<file path="config.mk">
export PLATFORM = sky130hd
export DESIGN_NAME = exec_sequencer_flat
export DESIGN_NICKNAME = d
export VERILOG_FILES = /design/src/rtl/exec_sequencer_if.sv /design/src/rtl/exec_sequencer.sv /design/src/flat_wrapper.sv
export SDC_FILE = /design/constraint.sdc
export NUM_CORES = 1
export LEC_CHECK = 0
export CORE_UTILIZATION = 45
export CTS_CLUSTER_DIAMETER = 60
export DETAILED_ROUTE_END_ITERATION = 10
export DONT_BUFFER_PORTS = 1
export PLACE_DENSITY = 0.61
export SLEW_MARGIN = 25
export SYNTH_ARGS = -nofsm -noshare
export SYNTH_HDL_FRONTEND = slang
export SYNTH_SLANG_ARGS = --single-unit
export TNS_END_PERCENT = 100
</file>
<file path="constraint.sdc">
create_clock -name clk -period 3.2 [get_ports clk]
set_clock_uncertainty 0.1 [all_clocks]
set_input_delay 0.48 -clock clk [delete_from_list [all_inputs] [get_ports clk]]
set_output_delay 0.48 -clock clk [all_outputs]
set_load 0.005 [all_outputs]
</file>
<file path="src/rtl/exec_sequencer_if.sv">
// Instruction handshake, register-file and ALU bus of the execute sequencer.
// The master modport is the sequencer; the slave modport is the surrounding
// register file / ALU / instruction source.
interface exec_sequencer_if #(
  parameter int unsigned DATA_W = 8,
  parameter int unsigned REG_AW = 5,
  parameter int unsigned OP_W   = 4
);
  // Instruction handshake
  logic                       in_valid;
  logic                       in_ready;
  logic [OP_W+3*REG_AW-1:0]   in_instr;
  // Register file
  logic                       rf_rw;
  logic [REG_AW-1:0]          rf_rs;
  logic [REG_AW-1:0]          rf_rt;
  logic [REG_AW-1:0]          rf_rd;
  logic [DATA_W-1:0]          rf_wdata;
  logic [DATA_W-1:0]          rf_rs_data;
  logic [DATA_W-1:0]          rf_rt_data;
  // ALU
  logic [DATA_W-1:0]          alu_a;
  logic [DATA_W-1:0]          alu_b;
  logic [OP_W-1:0]            alu_op;
  logic [DATA_W-1:0]          alu_out;
  // Status
  logic                       done;
  logic                       err;
  logic                       busy;

  modport master (
    input  in_valid, in_instr, rf_rs_data, rf_rt_data, alu_out,
    output in_ready, rf_rw, rf_rs, rf_rt, rf_rd, rf_wdata,
           alu_a, alu_b, alu_op, done, err, busy
  );

  modport slave (
    output in_valid, in_instr, rf_rs_data, rf_rt_data, alu_out,
    input  in_ready, rf_rw, rf_rs, rf_rt, rf_rd, rf_wdata,
           alu_a, alu_b, alu_op, done, err, busy
  );
endinterface

</file>
<file path="src/rtl/exec_sequencer.sv">
// Multi-cycle execute sequencer: IDLE -> READ -> EXEC -> WRITE -> IDLE.
// Accepts one register-register instruction, reads rs/rt from the register
// file, feeds the ALU and writes the result back to rd.
// Optional build macro EXEC_SEQ_PERF_EN adds retire_cnt / ill_cnt counters.
module exec_sequencer #(
  parameter int unsigned DATA_W = 8,
  parameter int unsigned REG_AW = 5,
  parameter int unsigned OP_W   = 4
) (
  input  logic             clk,
  input  logic             rst,
`ifdef EXEC_SEQ_PERF_EN
  output logic [15:0]      retire_cnt,
  output logic [7:0]       ill_cnt,
`endif
  exec_sequencer_if.master bus
);

  localparam int unsigned InstrW = OP_W + 3 * REG_AW;
  localparam logic [OP_W-1:0] NumLegalOps = OP_W'(5);

  typedef enum logic [1:0] {StIdle, StRead, StExec, StWrite} state_e;

  state_e              state_q, state_d;
  logic [InstrW-1:0]   instr_q;
  logic [DATA_W-1:0]   result_q;

  // Last driven values, presented outside each output's owning state
  logic [REG_AW-1:0]   rs_q, rt_q, rd_q;
  logic [DATA_W-1:0]   alu_a_q, alu_b_q, wdata_q;
  logic [OP_W-1:0]     alu_op_q;

  logic [OP_W-1:0]     op_f;
  logic [REG_AW-1:0]   rd_f, rs_f, rt_f;
  logic                op_legal;
  logic                accept;

  assign op_f     = instr_q[InstrW-1 -: OP_W];
  assign rd_f     = instr_q[3*REG_AW-1 -: REG_AW];
  assign rs_f     = instr_q[2*REG_AW-1 -: REG_AW];
  assign rt_f     = instr_q[REG_AW-1:0];
  assign op_legal = (op_f < NumLegalOps);
  assign accept   = bus.in_valid & bus.in_ready;

  // Next-state logic: fixed four-step sequence, only IDLE waits
  always_comb begin
    state_d = state_q;
    unique case (state_q)
      StIdle:  if (accept) state_d = StRead;
      StRead:  state_d = StExec;
      StExec:  state_d = StWrite;
      StWrite: state_d = StIdle;
      default: state_d = StIdle;
    endcase
  end

  // State register
  always_ff @(posedge clk or posedge rst) begin
    if (rst) begin
      state_q <= StIdle;
    end else begin
      state_q <= state_d;
    end
  end

  // Instruction latch, ALU result capture and held copies of the outputs
  always_ff @(posedge clk or posedge rst) begin
    if (rst) begin
      instr_q  <= '0;
      result_q <= '0;
      rs_q     <= '0;
      rt_q     <= '0;
      rd_q     <= '0;
      alu_a_q  <= '0;
      alu_b_q  <= '0;
      alu_op_q <= '0;
      wdata_q  <= '0;
    end else begin
      unique case (state_q)
        StIdle: begin
          if (accept) instr_q <= bus.in_instr;
        end
        StRead: begin
          rs_q <= rs_f;
          rt_q <= rt_f;
        end
        StExec: begin
          result_q <= bus.alu_out;
          alu_a_q  <= bus.rf_rs_data;
          alu_b_q  <= bus.rf_rt_data;
          alu_op_q <= op_f;
        end
        StWrite: begin
          rd_q    <= rd_f;
          wdata_q <= result_q;
        end
        default: ;
      endcase
    end
  end

  // Outputs: each bus field is live in its owning state and held elsewhere
  always_comb begin
    bus.in_ready = 1'b0;
    bus.busy     = 1'b0;
    bus.rf_rs    = rs_q;
    bus.rf_rt    = rt_q;
    bus.rf_rd    = rd_q;
    bus.rf_wdata = wdata_q;
    bus.alu_a    = alu_a_q;
    bus.alu_b    = alu_b_q;
    bus.alu_op   = alu_op_q;
    bus.rf_rw    = 1'b0;
    bus.done     = 1'b0;
    bus.err      = 1'b0;

    bus.busy     = (state_q != StIdle);
    // Gated by rst so nothing is accepted while reset is held
    bus.in_ready = (state_q == StIdle) && !rst;

    unique case (state_q)
      StRead: begin
        bus.rf_rs = rs_f;
        bus.rf_rt = rt_f;
      end
      StExec: begin
        bus.alu_a  = bus.rf_rs_data;
        bus.alu_b  = bus.rf_rt_data;
        bus.alu_op = op_f;
      end
      StWrite: begin
        bus.rf_rd    = rd_f;
        bus.rf_wdata = result_q;
        bus.rf_rw    = op_legal && (rd_f != '0);
        bus.done     = 1'b1;
        bus.err      = !op_legal;
      end
      default: ;
    endcase
  end

`ifdef EXEC_SEQ_PERF_EN
  // Retire counter wraps; illegal-op counter saturates
  always_ff @(posedge clk or posedge rst) begin
    if (rst) begin
      retire_cnt <= '0;
      ill_cnt    <= '0;
    end else if (state_q == StWrite) begin
      if (op_legal) begin
        retire_cnt <= retire_cnt + 16'd1;
      end else if (ill_cnt != 8'hFF) begin
        ill_cnt <= ill_cnt + 8'd1;
      end
    end
  end
`endif

endmodule

</file>
<file path="src/flat_wrapper.sv">
// flat-port wrapper written by rule: the top's interface ports become plain ports
module exec_sequencer_flat 
#(
  parameter int unsigned DATA_W = 8,
  parameter int unsigned REG_AW = 5,
  parameter int unsigned OP_W   = 4
)
  (clk, rst, bus_in_valid, bus_in_instr, bus_rf_rs_data, bus_rf_rt_data, bus_alu_out, bus_in_ready, bus_rf_rw, bus_rf_rs, bus_rf_rt, bus_rf_rd, bus_rf_wdata, bus_alu_a, bus_alu_b, bus_alu_op, bus_done, bus_err, bus_busy);
  exec_sequencer_if #(.DATA_W(DATA_W), .REG_AW(REG_AW), .OP_W(OP_W)) bus_i ();
  input  logic clk;
  input  logic rst;
  input wire logic [$bits(bus_i.in_valid)-1:0] bus_in_valid;
  input wire logic [$bits(bus_i.in_instr)-1:0] bus_in_instr;
  input wire logic [$bits(bus_i.rf_rs_data)-1:0] bus_rf_rs_data;
  input wire logic [$bits(bus_i.rf_rt_data)-1:0] bus_rf_rt_data;
  input wire logic [$bits(bus_i.alu_out)-1:0] bus_alu_out;
  output wire logic [$bits(bus_i.in_ready)-1:0] bus_in_ready;
  output wire logic [$bits(bus_i.rf_rw)-1:0] bus_rf_rw;
  output wire logic [$bits(bus_i.rf_rs)-1:0] bus_rf_rs;
  output wire logic [$bits(bus_i.rf_rt)-1:0] bus_rf_rt;
  output wire logic [$bits(bus_i.rf_rd)-1:0] bus_rf_rd;
  output wire logic [$bits(bus_i.rf_wdata)-1:0] bus_rf_wdata;
  output wire logic [$bits(bus_i.alu_a)-1:0] bus_alu_a;
  output wire logic [$bits(bus_i.alu_b)-1:0] bus_alu_b;
  output wire logic [$bits(bus_i.alu_op)-1:0] bus_alu_op;
  output wire logic [$bits(bus_i.done)-1:0] bus_done;
  output wire logic [$bits(bus_i.err)-1:0] bus_err;
  output wire logic [$bits(bus_i.busy)-1:0] bus_busy;
  assign bus_i.in_valid = bus_in_valid;
  assign bus_i.in_instr = bus_in_instr;
  assign bus_i.rf_rs_data = bus_rf_rs_data;
  assign bus_i.rf_rt_data = bus_rf_rt_data;
  assign bus_i.alu_out = bus_alu_out;
  assign bus_in_ready = bus_i.in_ready;
  assign bus_rf_rw = bus_i.rf_rw;
  assign bus_rf_rs = bus_i.rf_rs;
  assign bus_rf_rt = bus_i.rf_rt;
  assign bus_rf_rd = bus_i.rf_rd;
  assign bus_rf_wdata = bus_i.rf_wdata;
  assign bus_alu_a = bus_i.alu_a;
  assign bus_alu_b = bus_i.alu_b;
  assign bus_alu_op = bus_i.alu_op;
  assign bus_done = bus_i.done;
  assign bus_err = bus_i.err;
  assign bus_busy = bus_i.busy;
  exec_sequencer #(.DATA_W(DATA_W), .REG_AW(REG_AW), .OP_W(OP_W)) u_core (.clk(clk), .rst(rst), .bus(bus_i));
endmodule
</file>
==> summary.md <==
| Metric | Value |
|---|---|
| Post-DRT Antenna Nets | `0` |
| Die H | `81.45 µm` |
| PortBufs | `0` |
| Boundary pin count | `94` |
| Worst setup SP type | `flop` |
| Worst-path clk slew | `0.06 ns` |
| Die ar. | `6633 µm²` |
| Std-Cell Rows | `28` |
| DRC | `0` |
| CTS Buffer Depth | `2` |
| FILL cells | `499` |
| Via density | `5.303` |
| Most frequent cells in the layout | `dfrtp_1, mux2_2, mux2_4, clkbuf_8, ha_1` |
| Period utilisation layout | `75.25%` |
| Initial DRC Count | `58` |
| Cts hold-fix bufs | `0` |
| DP HPWL | `3444 µm` |
| Pre-CTS setup slack | `1.138 ns` |
| Post-synthesis net count | `220` |
| Drt total wl | `4797 µm` |
| Gr usage total | `16.03%` |
| Reg2Reg Capture Point | `u_core.instr_q[11]$_DFFE_PP0P_` |
| Seq/Total Area, Yosys | `63.44%` |
| Setup bufs post-CTS | `0` |
| Clock sinks | `72` |
| Placed cell count | `239` |
| Seq cells post-synth | `72` |
| CP max stage cell | `ha_1` |
| WP buf/inv | `0` |
| R2r setup slk | `1.47 ns` |
| Vias in the first global route | `1,540` |
| Min cycle time layout | `2.408 ns` |
| Worst-Margin Slew | `0.7459 ns` |
| Non-Filler Instances | `254` |
| Crit path cell chain | `ha_1 > mux2_2` |
| PnR worst setup slack | `0.7921 ns` |
| Hold Vio Cnt, Final | `0` |
| Crit path DAT | `1.83 ns` |
| Worst R2R Start | `u_core.state_q[0]$_DFFE_PP0P_` |
| Resize count post-CTS | `0` |
| RSZ-0062 raised after global routing | `no` |
| Share of layout cells above drive strength 1 | `49.72%` |
| TNS Setup | `0 ns` |
| Rel. slew slack | `50.27%` |
| Worst Path Class, Setup | `reg -> out` |
| Commonest non-fill, non-tap cell in the layout | `dfrtp_1` |
| Cell count along the critical path | `2` |
| Mapped Cells | `169` |
| CP endpoint kind | `output port` |
| WL per Instance | `18.89 µm` |
| Initial Util | `47.41%` |
| Peak VDD IR | `0.5860 mV` |
| Max_cap viols | `0` |
| Leakage power | `0.001385 µW` |
| Worst-Skew Late Latency | `0.33 ns` |
| Clk root buf | `clkbuf_8` |
| Syn Std Cell Area | `2840 µm²` |
| Pwr dens | `1106 nW/µm²` |
| Worst min path class | `in -> async` |
| Critical Path Start | `u_core.state_q[1]$_DFFE_PP0P_` |
| Initial antenna violation count | `0` |
| Family with the most delay on the worst path | `adder cells` |
| CTS HTree Levels | `3` |
| Final setup viols | `0` |
| Yosys Warn Count | `0` |
| CP max stage delay | `0.66 ns` |
| CP Max Fanout | `16` |
| CTS Buf Count | `9` |
| P&R area growth vs syn | `8.106%` |
| Global-route wire length before repair | `7452 µm` |
| WP data required | `2.62 ns` |
| Post-DP Area | `2907 µm²` |
| Worst Reg-to-Reg Cells | `5` |
| DIE WIDTH | `81.45 µm` |
| Final #Nets | `226` |
| Detailed Routing Iterations Pass 1 | `3` |
| Max-slew violations | `0` |
| Via count | `1,347` |
| Grt total ovfl | `0` |
| Final instance area | `3070 µm²` |
| Yosys cell types | `18` |
| Core Region | `5991 µm²` |
| Ant diodes | `0` |
| Status | `complete, no violations` |
| Routability Congestion | `0.6653` |
| Synth Area per Inst | `16.81 µm²` |
| CTS tree | `built` |
| F_max | `0.4153 GHz` |
| Crit path to | `bus_rf_wdata[6]` |
| Largest net degree at the start of global routing | `41` |
-- per-layer routing --
metal / global-route usage [%] / wire (µm) / up-vias
met5: 0 / 0 / -
met4: 9.643 / 114 / 0
li1: - / - / 592
met2: 25.83 / 2385 / 63
met1: 17.97 / 1918 / 681
met3: 6.111 / 379 / 11
-- worst register-to-register path: cells and delay by family, from the launching register on --
family,cells,cell delay [ns]
flops,1,0.38
simple gates,2,0.41
mux,1,0.39
buf+inv,1,0.10
fa+ha+maj,1,0.24
-- sequential cells by signal, indices dropped and copies added, names as in the netlist --
signal,cells
u_core.instr_q,19
u_core.alu_a_q,8
u_core.alu_b_q,8
u_core.result_q,8
u_core.wdata_q,8
u_core.rd_q,5
u_core.rs_q,5
u_core.rt_q,5
u_core.alu_op_q,4
u_core.state_q,2
-- stage by stage --
step | hold WS [ns] | total power (µW) | utilization, %
final | 0.02759 | 3397 | 51.25
after global routing | 0.06021 | 3661 | 51.25
after CTS | 0.03816 | 3466 | 51.25
after detailed placement | 0.3902 | 2859 | 48.52
after global placement | 0.3821 | 2760 | 48.52
after floorplan | 0.3736 | 2585 | -
-- logic make-up (layout without fill, tap and decap cells) --
kind of cell               after synthesis  in the layout  share of synthesized area, %
buffers and inverters                   11             21                         2.026
DFF                                     72             72                         63.44
muxes                                   72             72                         29.82
adders and majority gates                5              5                         2.203
and+or+nand+nor                          6              6                         1.630
AOI/OAI and AO/OA                        3              3                        0.8813
-- cells in the mapped netlist (all sizes together) --
| cell type | count | area [µm²] |
|---|---|---|
| ha | 5 | 62.56 |
| mux2i | 1 | 10.01 |
| clkbuf | 1 | 3.750 |
| dfrtp | 72 | 1802 |
| nand2 | 1 | 11.26 |
| o21a | 1 | 7.510 |
| buf | 6 | 38.79 |
| o211a | 1 | 10.01 |
| a21o | 1 | 7.510 |
| mux2 | 71 | 837.1 |
| or4 | 1 | 7.510 |
| nor2b | 2 | 20.02 |
| inv | 4 | 15.01 |
| nor2 | 2 | 7.510 |
-- power breakdown --
part / total [µW] / switching [µW] / internal (µW)
registers: 1570 / 188 / 1380
clock network: 599 / 301 / 297
logic: 1230 / 569 / 658
-- how the worst min path moves through the flow --
stage | cells after the start | slack (ns) | end
6_report | 1 | 0.03 | u_core.instr_q[10]$_DFFE_PP0P_
3_3_place_gp | 1 | 0.38 | u_core.instr_q[9]$_DFFE_PP0P_
2_1_floorplan | 1 | 0.37 | u_core.instr_q[5]$_DFFE_PP0P_
5_1_grt | 1 | 0.06 | u_core.instr_q[12]$_DFFE_PP0P_
4_1_cts | 1 | 0.04 | u_core.instr_q[12]$_DFFE_PP0P_
3_5_place_dp | 1 | 0.39 | u_core.instr_q[0]$_DFFE_PP0P_
-- area by class of cell --
cell class	instances	area, µm²	area share [%]
sequential	72	1802	58.68
timing repair buffer	2	15.01	0.4890
tap	75	93.84	3.056
clock inverter	3	18.77	0.6112
clock buffer	12	145.1	4.727
inverter	4	15.01	0.4890
multi-input combinational	86	980.9	31.95
Power figures use the tool's default switching activity.
